## config.mk

```make
export PLATFORM = sky130hd
export DESIGN_NAME = i2c_target_regs
export DESIGN_NICKNAME = d
export VERILOG_FILES = /design/src/rtl/i2c_pkg.sv /design/src/rtl/i2c_bus_sync.sv /design/src/rtl/i2c_target_regs.sv
export SDC_FILE = /design/constraint.sdc
export NUM_CORES = 1
export LEC_CHECK = 0
export CAP_MARGIN = 40
export CORE_ASPECT_RATIO = 0.5
export CORE_MARGIN = 2
export CORE_UTILIZATION = 30
export CTS_CLUSTER_DIAMETER = 50
export DETAILED_ROUTE_END_ITERATION = 10
export PLACE_DENSITY = 0.54
export SYNTH_ARGS = -nofsm -noshare
export SYNTH_HDL_FRONTEND = slang
export SYNTH_SLANG_ARGS = --single-unit
```

## constraint.sdc

```tcl
create_clock -name clk -period 4.76 [get_ports clk]
set_input_delay 0.952 -clock clk [delete_from_list [all_inputs] [get_ports clk]]
set_output_delay 0.952 -clock clk [all_outputs]
set_load 0.03 [all_outputs]
```

## src/rtl/i2c_pkg.sv

```systemverilog
// i2c_pkg: FSM states, START/STOP SDA edge encodings and byte framing constants
// shared by the I2C master and target blocks.
package i2c_pkg;

    typedef enum logic [3:0] {
        IDLE      = 4'd0,
        ADDR      = 4'd1,
        ADDR_ACK  = 4'd2,
        PTR       = 4'd3,
        PTR_ACK   = 4'd4,
        WDATA     = 4'd5,
        WDATA_ACK = 4'd6,
        RDATA     = 4'd7,
        RMACK     = 4'd8,
        IGNORE    = 4'd9
    } i2c_state_t;

    // {previous, current} synchronized SDA while SCL is held high
    localparam logic [1:0] START_SDA = 2'b10;
    localparam logic [1:0] STOP_SDA  = 2'b01;

    localparam int         BYTE_BITS = 8;
    localparam logic [2:0] LAST_BIT  = 3'(BYTE_BITS - 1);

endpackage

```

## src/rtl/i2c_bus_sync.sv

```systemverilog
// i2c_bus_sync: 2-FF synchronizers plus a delay stage on SCL/SDA, producing
// SCL edge pulses and START/STOP detection.
module i2c_bus_sync
    import i2c_pkg::*;
(
    input  logic clk,
    input  logic reset,
    input  logic scl_in,
    input  logic sda_in,
    output logic sda,
    output logic scl_rise,
    output logic scl_fall,
    output logic start_det,
    output logic stop_det
);

    // [0],[1] synchronizer stages, [2] edge-detect delay; reset to an idle bus
    logic [2:0] scl_q;
    logic [2:0] sda_q;
    logic       scl_high;

    always_ff @(posedge clk or posedge reset) begin
        if (reset) begin
            scl_q <= '1;
            sda_q <= '1;
        end else begin
            scl_q <= {scl_q[1:0], scl_in};
            sda_q <= {sda_q[1:0], sda_in};
        end
    end

    assign sda       = sda_q[1];
    assign scl_high  = scl_q[1] & scl_q[2];
    assign scl_rise  = scl_q[1] & ~scl_q[2];
    assign scl_fall  = ~scl_q[1] & scl_q[2];
    assign start_det = scl_high && sda_q[2:1] == START_SDA;
    assign stop_det  = scl_high && sda_q[2:1] == STOP_SDA;

endmodule

```

## src/rtl/i2c_target_regs.sv

```systemverilog
// i2c_target_regs: I2C target exposing a byte-wide register bank with an
// auto-incrementing pointer and a system-side write strobe mirror.
module i2c_target_regs
    import i2c_pkg::*;
#(
    parameter logic [6:0] TARGET_ADDR = 7'h42,
    parameter int         NUM_REGS    = 8,
    parameter int         PTR_W       = $clog2(NUM_REGS)
) (
    input  logic             clk,
    input  logic             reset,
    input  logic             scl_in,
    input  logic             sda_in,
    output logic             sda_drive_low,
    input  logic [PTR_W-1:0] rd_idx,
    output logic [7:0]       rd_data,
    output logic             wr_strobe,
    output logic [PTR_W-1:0] wr_idx,
    output logic [7:0]       wr_data,
    output logic             busy
);

    logic             sda, scl_rise, scl_fall, start_det, stop_det;
    i2c_state_t       state;
    logic [2:0]       bit_cnt;
    logic [7:0]       shreg;
    logic             rw;
    logic [PTR_W-1:0] ptr;
    logic [PTR_W-1:0] ptr_inc;
    logic [7:0]       regs [NUM_REGS];
    logic [7:0]       rx_byte;
    logic             last;
    logic             load_rd;

    i2c_bus_sync u_sync (
        .clk       (clk),
        .reset     (reset),
        .scl_in    (scl_in),
        .sda_in    (sda_in),
        .sda       (sda),
        .scl_rise  (scl_rise),
        .scl_fall  (scl_fall),
        .start_det (start_det),
        .stop_det  (stop_det)
    );

    assign rd_data = regs[rd_idx];
    assign rx_byte = {shreg[6:0], sda};
    assign last    = bit_cnt == LAST_BIT;
    assign ptr_inc = ptr + PTR_W'(1);
    // Read bytes start on an SCL fall: end of the address ACK, or after a master ACK
    assign load_rd = (state == ADDR_ACK && sda_drive_low && rw) || (state == RMACK && bit_cnt == 3'd1);

    always_ff @(posedge clk or posedge reset) begin
        if (reset) begin
            state         <= IDLE;
            bit_cnt       <= '0;
            shreg         <= '0;
            rw            <= 1'b0;
            ptr           <= '0;
            sda_drive_low <= 1'b0;
            wr_strobe     <= 1'b0;
            wr_idx        <= '0;
            wr_data       <= '0;
            busy          <= 1'b0;
            for (int i = 0; i < NUM_REGS; i++) regs[i] <= '0;
        end else begin
            wr_strobe <= 1'b0;
            if (stop_det) begin
                state         <= IDLE;
                sda_drive_low <= 1'b0;
                busy          <= 1'b0;
            end else if (start_det) begin
                state         <= ADDR;
                bit_cnt       <= '0;
                sda_drive_low <= 1'b0;
            end else if (scl_rise) begin
                if (state inside {ADDR, PTR, WDATA, RDATA}) bit_cnt <= bit_cnt + 3'd1;
                if (state inside {ADDR, PTR, WDATA}) shreg <= rx_byte;
                case (state)
                    ADDR: if (last) begin
                        state <= rx_byte[7:1] == TARGET_ADDR ? ADDR_ACK : IGNORE;
                        busy  <= rx_byte[7:1] == TARGET_ADDR;
                        rw    <= rx_byte[0];
                    end
                    PTR: if (last) begin
                        ptr   <= rx_byte[PTR_W-1:0];
                        state <= PTR_ACK;
                    end
                    WDATA: if (last) begin
                        regs[ptr] <= rx_byte;
                        wr_strobe <= 1'b1;
                        wr_idx    <= ptr;
                        wr_data   <= rx_byte;
                        ptr       <= ptr_inc;
                        state     <= WDATA_ACK;
                    end
                    RMACK: if (sda) begin
                        state <= IGNORE;
                        busy  <= 1'b0;
                    end else begin
                        ptr     <= ptr_inc;
                        bit_cnt <= 3'd1;
                    end
                    default: ;
                endcase
            end else if (scl_fall) begin
                case (state)
                    // first fall starts the ACK slot, second fall ends it
                    ADDR_ACK, PTR_ACK, WDATA_ACK: begin
                        sda_drive_low <= !sda_drive_low;
                        if (sda_drive_low) state <= state == ADDR_ACK ? PTR : WDATA;
                    end
                    RDATA: begin
                        sda_drive_low <= bit_cnt != 3'd0 && !shreg[LAST_BIT - bit_cnt];
                        if (bit_cnt == 3'd0) state <= RMACK;
                    end
                    default: ;
                endcase
                if (load_rd) begin
                    state         <= RDATA;
                    shreg         <= regs[ptr];
                    sda_drive_low <= !regs[ptr][7];
                    bit_cnt       <= '0;
                end
            end
        end
    end

endmodule

```

==> results of run 1 <==
==> critical path, cell delays in order <==
cell,delay (ns)
sky130_fd_sc_hd__clkdlybuf4s50_1,0.46
sky130_fd_sc_hd__buf_4,0.30
sky130_fd_sc_hd__mux4_2,0.54
sky130_fd_sc_hd__mux2_2,0.30
sky130_fd_sc_hd__clkdlybuf4s50_1,0.60
==> worst paths after layout <==
check,start,to,cells after the start
max,rd_idx[0],rd_data[4],5
min,u_sync.scl_q[0],u_sync.scl_q[1],0
max reg2reg,u_sync.sda_q[1],regs[8],6
min reg2reg,u_sync.scl_q[0],u_sync.scl_q[1],0
max in group asynchronous,reset,regs[51],3
min in group asynchronous,reset,wr_strobe,2
==> report_power, final <==
group          total (W)  internal (W)  switching (W)
logic           0.000487      0.000213       0.000274
clock network   0.000744      0.000392       0.000352
registers        0.00110      0.000929       0.000172
total            0.00233       0.00153       0.000797
==> logic make-up (layout without fill, tap and decap cells) <==
group / Yosys count / count (layout)
AOI/OAI and AO/OA: 65 / 65
xor gates and xnor gates: 3 / 3
adders and majority gates: 9 / 9
buffers and inverters: 49 / 71
DFF: 103 / 103
muxes: 125 / 125
and+or+nand+nor: 94 / 94
==> per-stage QoR <==
step	setup WS [ns]	cell area [um2]	hold WS (ns)	util (%)
after floorplan	1.11	5730	0.345	-
after global placement	0.657	6290	0.346	33.9
after detailed placement	0.636	6340	0.347	34.1
after CTS	0.630	6640	0.359	35.7
after global routing	0.583	6640	0.362	35.7
final	0.652	6640	0.357	35.7
==> sequential cells by signal, indices dropped and copies added (netlist names), 3 cells and up <==
| signal | cells |
|---|---|
| wr_idx | 3 |
| u_sync.sda_q | 3 |
| wr_data | 8 |
| shreg | 8 |
| u_sync.scl_q | 3 |
| state | 4 |
| bit_cnt | 3 |
| ptr | 3 |
| regs | 64 |
==> cell usage after synthesis (7+ instances only) <==
cell type	count	share of area (%)
sky130_fd_sc_hd__a211oi_1	10	1.3
sky130_fd_sc_hd__a21oi_1	7	0.61
sky130_fd_sc_hd__clkbuf_1	27	1.8
sky130_fd_sc_hd__dfrtp_1	97	42
sky130_fd_sc_hd__ha_1	9	2.0
sky130_fd_sc_hd__inv_1	11	0.72
sky130_fd_sc_hd__mux2_2	75	15
sky130_fd_sc_hd__mux2_4	13	3.4
sky130_fd_sc_hd__mux4_2	33	13
sky130_fd_sc_hd__nand2_1	25	1.6
sky130_fd_sc_hd__nor2_1	11	0.72
sky130_fd_sc_hd__nor2b_1	15	1.6
sky130_fd_sc_hd__o21ai_0	23	2.0
==> routing by layer <==
metal	track usage (%)	wire [um]	up-vias
met5	0	0	-
met4	3.36	148	0
met3	2.83	417	11
met2	23.2	6470	48
met1	21.3	7010	2008
li1	-	-	1715
==> area by class of cell <==
type / count / area (um2)
Fill cell: 1803 / 11900
Multi-Input combinational cell: 296 / 2950
Sequential cell: 103 / 2580
Timing Repair Buffer: 44 / 433
Tap cell: 259 / 324
Clock buffer: 11 / 253
Clock inverter: 5 / 45.0
Inverter: 11 / 43.8
==> results.md, run 1 <==
- Setup repair after global routing left no endpoint under its margin.
- In this run, synthesis produced a sequential element count of 103.
- In this run the worst path has a maximum fanout of 16.
- The number of pins with negative max-slew slack in the final report was 0.
- Summed over all nets, the half-perimeter wirelength after detailed placement is 9410 um.
- Setup violations remaining at the end of the flow were counted as 0.
- The category of the worst setup path capture point is a primary output.
- The area of the placeable core is 0.0186 mm2.
- In the synthesized netlist the dominant register cell turns out to be sky130_fd_sc_hd__dfrtp_1.
- The clock tree from TritonCTS is built.
- The post-route netlist has between 30% and 40% of its cells at a drive strength greater than 1.
- The remaining routing DRC violations is 0.
- Dividing the detail-routed wire length by the instance count gives 19.3 um.
- The post-detailed-routing wire length is 14,000 um.
- During placement, the flow inserted port buffers numbering 28.
- The floorplan step defined a die boundary enclosing 0.0203 mm2.
- The share of the yosys chip area belonging to registers is 45.1%.
- The synthesized netlist devotes 7.66% of its cell area to compound gates.
- The routability-driven placement congestion ratio is about 0.84.
- Summing the areas of all xor and xnor instances in the mapped netlist gives 0.458% of the synthesized area.
- The number of nets handed over by synthesis was 464.
- The required time of the critical path is 3.81 ns.
- Across the run, the number of max-cap violations was 0.
- Compared with the post-synthesis result, the final layout area differs by 15.7%.
- Once the floorplan was initialized, standard cells occupied 30.9% of the core.
- The synthesized design contains 0 enable-type register cells.
- The first-pass iteration count of the detailed router is 4.
- The class of the most critical setup path is input pin to primary output.
- By area, the combinational part of the netlist is dominated by multiplexers.
- The number of global-route vias before repair is 3,824.
- The number of antenna violations at the first check in global routing is 0.
- For this run, the number of standard cells in the final layout without fillers is around 730.
- During I/O placement, the number of pins put on the boundary was 29.
- The clock-pin slew on the worst setup and hold paths is ~0.070 ns.
- Of the total synthesized cell area, the portion taken by full adders, half adders and majority gates is under 10%.
- The H-tree depth is 3.
- 0 antenna diodes ended up in the layout.
- Global routing consumed, over all layers together, 14.8% of the routing resources.
- The fraction of synthesis flops using an asynchronous set or reset pin is 100%.
- The die is 102 um tall.
- The startpoint class of the critical path is an input pin.
- After technology mapping, the gate count stands at between 400 and 500.
- Clock tree synthesis found a total of 103 sinks.
- The first-pass GRT wire length is approximately 23,000 um.
- The library cells used most frequently in the layout, excluding fill and tap cells, are 97 x sky130_fd_sc_hd__dfrtp_1, 75 x sky130_fd_sc_hd__mux2_2, 33 x sky130_fd_sc_hd__mux4_2.
- The hold-fix buffer count after cts is 0.
- The analysis attributes to cell leakage a power of 2.92 nW.
- The count of instances resized after the clock tree is built is 0.
- After the last flow step, the layout net total stands at 481.
- The library cell used most frequently in the layout, excluding fill and tap cells, is sky130_fd_sc_hd__dfrtp_1.
- Buffers added to address setup during post-CTS repair amount to 0.
- The data arrival time of the worst path is 3.16 ns.
- Once placement completed, the tool counted placed cells totaling just over 700.
- The multiplexer fraction of the synthesized cell area is between 30% and 40%.
- The maximum frequency from static timing analysis is 243 MHz.
- At the pin with the least slew margin, the transition time is 0.748 ns.
- The root buffer cell is sky130_fd_sc_hd__clkbuf_16.
- The average footprint of a synthesized cell is 12.8 um2.
- At the later pin of the worst-skew pair, clock insertion delay measures between 0.3 and 0.4 ns.
- The number of rows in the core area is 35.
- The mapped netlist covers 0.00573 mm2.
- The power density over cell area is approximately 350 mW/mm2.
- IR analysis of the VDD net gives a maximum drop of 0.173 mV.
- The final route contains between 3,000 and 4,000 vias.
- The number of hold violations in the final report is 0.
- The CTS buffer count is 9.
- Synthesis instantiated 58 different standard cells from the library.
- The number of DRC markers after the initial detailed-route iteration is 208.
- Across all register-to-register paths, the minimum setup slack is 1.20 ns.
- The remaining number of nets flagged by the antenna check after routing is 0.
- The Yosys step of the flow raised 0 warnings.
- The min-delay analysis places its worst path in the category flop to flop.
- Overall power consumption after layout is estimated at 0.00233 W.
- The sum of negative setup slack is 0 ns.
- Dividing the final minimum period by the clock period gives 86.3%.
- The maximum number of pins on one net before global-route repair is 47.
- The clock passes through at most 2 buffers.
- The detail-routed via count per cell is just over 5.
- The flow ran to the end, and the final reports show no timing, DRC or antenna violations.
- Measured against its own limit, the worst slew margin works out to 50.1%.
- Between clock sinks in the finished design, the worst skew comes to 0.0136 ns.
- For the finished layout, the period the worst path requires is 4.11 ns.
- For this run the aggregate overflow at the end of global routing stands at 0.
- After Yosys synthesis, and, or, nand and nor cells account for 9.51% of the synthesized area.
- The die boundary width is 200 um.
Note: power is estimated with default switching activity, not from simulation.
==> run 2, diff against run 1 <==
--- a/config.mk
+++ b/config.mk
@@ -6,12 +6,15 @@
 export NUM_CORES = 1
 export LEC_CHECK = 0
 export CAP_MARGIN = 40
+export CELL_PAD_IN_SITES_DETAIL_PLACEMENT = 1
+export CELL_PAD_IN_SITES_GLOBAL_PLACEMENT = 1
 export CORE_ASPECT_RATIO = 0.5
 export CORE_MARGIN = 2
 export CORE_UTILIZATION = 30
 export CTS_CLUSTER_DIAMETER = 50
 export DETAILED_ROUTE_END_ITERATION = 10
-export PLACE_DENSITY = 0.54
+export PLACE_DENSITY = 0.6
 export SYNTH_ARGS = -nofsm -noshare
 export SYNTH_HDL_FRONTEND = slang
+export SYNTH_HIERARCHICAL = 1
 export SYNTH_SLANG_ARGS = --single-unit
==> run 2 against run 1 <==
Clock skew about the same. Count of clock-buffer cells in the layout decreased by 2. Combinational power is 14% higher. Core utilization down 0.46 points. Non-clock buffer count is 7 lower. Cell count is 4.9% lower. Sequential power about the same. Worst hold slack better by 0.0040 ns. Cell area is 2.0% lower. Largest cell class unchanged.
==> results.md, run 2 <==
- The CTS buffer count is 9.
- The number of hold violations in the final report is 0.
- Once the floorplan was initialized, standard cells occupied between 30% and 40% of the core.
- The count of nets after finishing is 442.
- The overall power after layout is ~0.0024 W.
- After synthesis, the cell types taking the most area are sky130_fd_sc_hd__dfrtp_1 43%, sky130_fd_sc_hd__mux2_2 17%, sky130_fd_sc_hd__mux4_2 13%, sky130_fd_sc_hd__dfstp_2 2.8%, sky130_fd_sc_hd__mux2i_1 2.7%.
- The detailed router finished its first iteration with 141 violations.
- The remaining routing DRC violations is 0.
- Entering global routing, the biggest net connects 63 pins.
- More flip-flops sit in one register than any other, and that register is regs.
- The H-tree depth is 3.
- The worst path meets setup with 0.621 ns of slack.
- The average footprint of a synthesized cell is around 14 um2.
- The worst slew margin relative to its limit is about two fifths.
- The class of the most critical setup path is input pin to primary output.
- The flow ran to the end, and the final reports show no timing, DRC or antenna violations.
- The number of flip-flops under the largest register name is 64.
- The count of nets left with antenna violations once routing finished came out at 0.
- Global routing finished with a remaining overflow of 0.
- The most used flip-flop cell after synthesis is sky130_fd_sc_hd__dfrtp_1.
- The count of non-filler cells in the finished layout is 693.
- The post-detailed-routing wire length is about 14,000 um.
- For this design, the sink count on the clock tree is 103.
- The routability-driven placement congestion ratio is 0.767.
- The fraction of synthesis flops using an asynchronous set or reset pin is 100%.
- The most frequent cell after synthesis is sky130_fd_sc_hd__dfrtp_1.
- The area share of the largest cell type after synthesis is 43.0%.
- The clock period minus final worst setup slack is between 4 and 5 ns.
- The root buffer cell is sky130_fd_sc_hd__clkbuf_16.
- The library cell used most frequently in the layout, excluding fill and tap cells, is sky130_fd_sc_hd__dfrtp_1.
- The class of the worst hold path is flop to flop.
- The number of synthesized register bits is 103.
- The number of pins with negative max-slew slack in the final report is 0.
- The netlist uses 55 different library cells.
- The die covers 0.0200 mm2.
- After synthesis, flip-flops and latches occupy 45.8% of the total area.
- The first detailed-routing pass ran for 4 iterations.
- The largest registers in the layout are regs: 64 flops, shreg: 8 flops, wr_data: 8 flops.
- The die is 198 um wide.
- The static leakage power is just under 3 nW.
- Input and output buffers added on the ports amount to 28.
- In this run, synthesis inferred 0 flip-flops with an integrated enable.
- The top cell types in the final layout, fill and taps aside, are 97 x sky130_fd_sc_hd__dfrtp_1, 84 x sky130_fd_sc_hd__mux2_2, 33 x sky130_fd_sc_hd__mux4_2.
- Synthesis produced 413 cells.
- The proportion of layout cells with a drive suffix above 1 is 40.8%.
- The later-pin clock latency in the skew report is roughly 0.35 ns.
- From synthesis to final layout, the design area changed by 15.2%.
- In this run the worst path has a maximum fanout of 16.
- Dividing total power by cell area gives a power density of 377 mW/mm2.
- The number of setup buffers added after CTS is 0.
- The worst setup path is captured at a primary output.
- After routing, the total negative slack on setup checks comes to 0 ns.
- The final-report setup violation count is 0.
- For the pin with the worst max-slew slack, the measured transition is around 0.88 ns.
- The post-synthesis cell area is 0.00565 mm2.
- Including well taps, the total number of placed cells is 678.
- The all-layer global routing usage is 14.7%.
- The total area inside the core boundary comes to 0.0184 mm2.
- The maximum frequency from static timing analysis is 242 MHz.
- The worst-case register-to-register setup slack is between 1 and 1.5 ns.
- The routed layout has ~3,400 vias.
- The worst-case IR drop observed on VDD is 0.175 mV.
- The final critical-path share of the clock period is roughly 87%.
- The clock tree from TritonCTS is built.
- The clock arrives with 0.0137 ns of skew.
- The Yosys step of the flow raised 6 warnings.
- The startpoint class of the critical path is an input pin.
- The clock-pin slew on the worst setup and hold paths is 0.07 ns.
- The count of instances resized after the clock tree is built is 0.
- At the worst endpoint, the arrival time is 3.19 ns.
- Dividing the detail-routed wire length by the instance count gives a little under 20 um.
- The number of rows in the core area is 35.
- The final HPWL from detailed placement is a little over 9000 um.
- The number of max-cap violations is 0.
- The number of global-route vias before repair was between 3,000 and 4,000.
- Ranked by instance count, the synthesized netlist is headed by 97 x sky130_fd_sc_hd__dfrtp_1, 84 x sky130_fd_sc_hd__mux2_2, 33 x sky130_fd_sc_hd__mux4_2, 20 x sky130_fd_sc_hd__nand2_1, 18 x sky130_fd_sc_hd__o21ai_0.
- The number of antenna violations at the first check in global routing is 0.
- The pre-CTS setup slack is 0.616 ns.
- The first global-routing pass estimated 22,100 um of wire.
- The dominant cell type by area after synthesis is sky130_fd_sc_hd__dfrtp_1.
- Measured along the y axis, the die boundary spans 101 um.
- The hold-fix buffer count after cts is 0.
- The number of antenna diodes in the final layout is 0.
- The tightest hold path in the finished design has a slack of 0.361 ns.
- The number of buffers on the longest clock path is 2.
- The detail-routed via count per cell is 4.97.
- The count of pins on the block boundary is 29.
- Setup repair after global routing left no endpoint under its margin.
- Data on the critical path is required at its endpoint by 3.81 ns.
- The synthesized net count is 425.
run 2: critical path: stages:
cell,delay [ns]
sky130_fd_sc_hd__clkdlybuf4s50_1,0.48
sky130_fd_sc_hd__buf_4,0.32
sky130_fd_sc_hd__mux4_2,0.54
sky130_fd_sc_hd__mux2_2,0.30
sky130_fd_sc_hd__clkdlybuf4s50_1,0.60
run 2: metal layers:
layer / routed length, um / GRT usage (%) / up-vias
li1: - / - / 1576
met1: 6880 / 20.1 / 1835
met2: 6350 / 24.3 / 23
met3: 244 / 2.61 / 11
met4: 119 / 3.47 / 0
met5: 0 / 0 / -
run 2: path summary, 6_finish.rpt:
kind | start | end | depth (start not counted)
setup reg to reg | u_sync/sda_q[1] | regs[57] | 6
max in group asynchronous | reset | regs[32] | 3
min in group asynchronous | reset | u_sync/sda_q[0] | 2
hold / removal | u_sync/scl_q[0] | u_sync/scl_q[1] | 0
hold reg to reg | u_sync/scl_q[0] | u_sync/scl_q[1] | 0
setup / recovery | rd_idx[0] | rd_data[1] | 5
run 2: area by class of cell:
type | count | area [um2]
fillers | 1904 | 11900
multi-input cells | 269 | 2890
repair buffers | 37 | 348
well taps | 259 | 324
inverters | 10 | 40.0
clock inverters | 6 | 93.8
flip-flops and latches | 103 | 2580
clock buffers | 9 | 225
run 2: through the flow:
stage / util [%] / cell area, um2
finish: 35.3 / 6500
global route: 35.3 / 6500
global placement: 33.6 / 6190
detailed placement: 33.6 / 6190
floorplan: - / 5650
CTS: 35.3 / 6500
run 2: cells by family (layout without fill, tap and decap cells):
kind of cell / Yosys count / count (layout) / synth area share (%)
DFF: 103 / 103 / 45.8
xor gates and xnor gates: 1 / 1 / 0.155
muxes: 141 / 141 / 34.9
adders and majority gates: 5 / 5 / 1.11
AOI/OAI and AO/OA: 45 / 45 / 5.32
and+or+nand+nor: 77 / 77 / 9.64
buffers and inverters: 41 / 62 / 3.12
run 2: power by group:
| part | total, W | switching [W] | internal, W |
|---|---|---|---|
| clock | 0.000802 | 0.000338 | 0.000464 |
| combinational | 0.000557 | 0.000298 | 0.000259 |
| sequential | 0.00109 | 0.000167 | 0.000923 |
| total | 0.00245 | 0.000803 | 0.00165 |
==> run 3, diff against run 2 <==
--- a/config.mk
+++ b/config.mk
@@ -13,8 +13,7 @@
 export CORE_UTILIZATION = 30
 export CTS_CLUSTER_DIAMETER = 50
 export DETAILED_ROUTE_END_ITERATION = 10
-export PLACE_DENSITY = 0.6
+export PLACE_DENSITY = 0.61
 export SYNTH_ARGS = -nofsm -noshare
 export SYNTH_HDL_FRONTEND = slang
-export SYNTH_HIERARCHICAL = 1
 export SYNTH_SLANG_ARGS = --single-unit
==> run 3 against run 2 <==
Worst hold slack worse by 0.0025 ns. Via count grew 10%. First-iteration DRC count grew 79%. Global-route usage rose by 1.5 points. Total power shrank 3.9%. Wire length grew 12%. Combinational power down 8.8%. Count of clock-buffer cells in the layout increased by 1. Non-clock buffer count rose by 7. Highest routed layer unchanged.
==> results.md, run 3 (synthesis gave the netlist of run 1 again) <==
- Once the clock tree was built, the setup fixing pass inserted 0 buffers.
- After detailed routing, the number of vias per cell comes to 5.21.
- The number of clock sinks is 103.
- The category of the worst setup path capture point is a primary output.
- The data arrival time of the worst path is 3.17 ns.
- The flow ran to the end, and the final reports show no timing, DRC or antenna violations.
- The class of the most critical setup path is input pin to primary output.
- At the end of the flow, the number of nets in the layout was 481.
- At the pin with the least slew margin, the transition time is 0.766 ns.
- The routed design has 15,200 um of wire.
- The number of global-route vias before repair is 4,192.
- Traced cell by cell, the critical path runs through clkdlybuf4s50_1 > buf_4 > mux4_2 > mux2_2 > clkdlybuf4s50_1.
- The later-pin clock latency in the skew report is 0.35 ns.
- In this run the static leakage power is 2.91 nW.
- For this configuration, the core starts out at a cell density of between 30 and 40%.
- The count of pins on the block boundary is 29.
- The detail route stage leaves a number of antenna-violating nets equal to 0.
- The remaining routing DRC violations is 0.
- The number of buffers on the longest clock path is 2.
- The worst path in the final design needs a cycle of 4.12 ns, including I/O delays and setup.
- The layout overhead on the synthesized area is 15.5%.
- The number of DRC markers after the initial detailed-route iteration is 252.
- The startpoint identified for the worst hold timing path is u_sync.sda_q[0].
- Clock-pin slew was measured on the worst setup and hold paths at 0.08 ns.
- TritonCTS built the clock tree.
- The proportion of layout cells with a drive suffix above 1 is 35.3%.
- The capture instance of the worst register-to-register path is regs[43].
- The total global routing overflow is 0.
- The most flop-heavy register is regs.
- The root buffer cell is sky130_fd_sc_hd__clkbuf_16.
- The die boundary width is 200 um.
- For this run, the share of the core covered by cells in the final layout is between 30% and 40%.
- The total number of vias is about 3,800.
- Once detailed placement completed, the half-perimeter wirelength came to approximately 10,000 um.
- The number of antenna violations at the first check in global routing is 0.
- The startpoint class of the critical path is an input pin.
- For flop-to-flop paths, the worst setup slack is 1.35 ns.
- The area of the die is 0.0203 mm2.
- The register with the most flip-flops in the layout has between 60 and 70 of them.
- The power density over cell area is 355 mW/mm2.
- The path class of the tightest hold or removal check is flop to flop.
- The all-layer global routing usage is 16.1%.
- In this run, post-CTS hold repair placed 0 buffers.
- STA puts the critical path data required time at 3.81 ns.
- The smallest hold slack is 0.358 ns.
- The first global-routing pass estimated about 24,000 um of wire.
- The number of clock buffers added by TritonCTS is 9.
- The average wire length per cell after detail routing is 20.9 um.
- By instance count, the cell type seen most on the critical path is sky130_fd_sc_hd__clkdlybuf4s50_1.
- In the final layout, the registers with the most flip-flops are regs: 64 flops, shreg: 8 flops, wr_data: 8 flops.
- Summed over all failing endpoints, the final setup total negative slack is 0 ns.
- In this run the tool buffered the top-level ports with 28 buffer cells.
- The H-tree depth is 3.
- The number of antenna diodes is 0.
- The cell with the largest stage delay on the worst path is sky130_fd_sc_hd__clkdlybuf4s50_1.
- The number of hold violations in the final report is 0.
- The floorplan step defined a core boundary enclosing between 0.015 and 0.02 mm2.
- The maximum frequency from static timing analysis is 242 MHz.
- For the worst flop-to-flop path, the logic depth is 5.
- The final-report setup violation count is 0.
- Headroom to the max-slew limit came out at 48.9%.
- The count of instances resized after the clock tree is built is 0.
- Leaving out fill and tap cells, the most frequent cell in the layout is sky130_fd_sc_hd__dfrtp_1.
- The delay contributed by the slowest stage of the critical path is 0.60 ns.
- The top cell types in the final layout, fill and taps aside, are 97 x sky130_fd_sc_hd__dfrtp_1, 75 x sky130_fd_sc_hd__mux2_2, 33 x sky130_fd_sc_hd__mux4_2.
- Setup repair after global routing left no endpoint under its margin.
- The maximum number of pins on one net before global-route repair is 59.
- The count of cells along the worst hold path is 0.
- The first-pass iteration count of the detailed router is 5.
- Along the worst path, the maximum fanout reaches 16.
- The number of max-cap violations is 0.
- The worst register-to-register path begins at u_sync.sda_q[1].
- The number of pins with negative max-slew slack in the final report is 0.
- The floorplan step set the die height to 102 um.
- The routability-driven placement congestion ratio is about 0.8.
- The worst setup skew after layout is approximately 0.014 ns.
- The number of rows in the core area is 35.
- The final critical-path share of the clock period is between 80 and 90%.
- IR analysis of the VDD net gives a maximum drop of approximately 0.16 mV.
- The hold-critical path endpoint is u_sync.sda_q[1].
[run 3: power by group]
part           total [W]  internal, W  switching, W
Combinational   0.000508     0.000211      0.000298
Sequential       0.00109     0.000928      0.000163
Clock           0.000753     0.000384      0.000369
[run 3: how the worst max path moves through the flow]
stage / from / endpoint / slack [ns]
after floorplan: reset / bit_cnt[0] / 1.11
after global placement: rd_idx[0] / rd_data[4] / 0.65
after detailed placement: rd_idx[0] / rd_data[4] / 0.62
after CTS: rd_idx[0] / rd_data[4] / 0.61
after global routing: rd_idx[0] / rd_data[4] / 0.55
final: rd_idx[0] / rd_data[4] / 0.64
[run 3: routing by layer]
layer  GRT usage (%)  vias to the layer above  part of all wire, %
met5               0                        -                    0
met4            4.27                        0                 0.76
met3            2.43                        6                  1.9
met2            27.8                       41                   50
met1            21.4                     2041                   47
li1                -                     1713                    -
[run 3: cell type report]
class | instances | area, um2
Fill cell | 1983 | 11900
Sequential cell | 103 | 2580
Multi-Input combinational cell | 296 | 2950
Clock inverter | 6 | 62.6
Timing Repair Buffer | 44 | 415
Inverter | 11 | 43.8
Clock buffer | 10 | 239
Tap cell | 259 | 324
[run 3: critical path, delay by kind of cell]
family   cells  cell delay, ns
buf+inv      3            1.38
mux          2            0.84
[run 3: per-stage QoR]
step           total power, W  instance area [um2]  instances  setup slack [ns]
4_1_cts               0.00239                 6620        729             0.615
3_5_place_dp          0.00162                 6320        713             0.623
2_1_floorplan         0.00144                 5730        448              1.11
3_3_place_gp          0.00160                 6300        711             0.654
5_1_grt               0.00250                 6620        729             0.549
6_report              0.00235                 6620        729             0.636
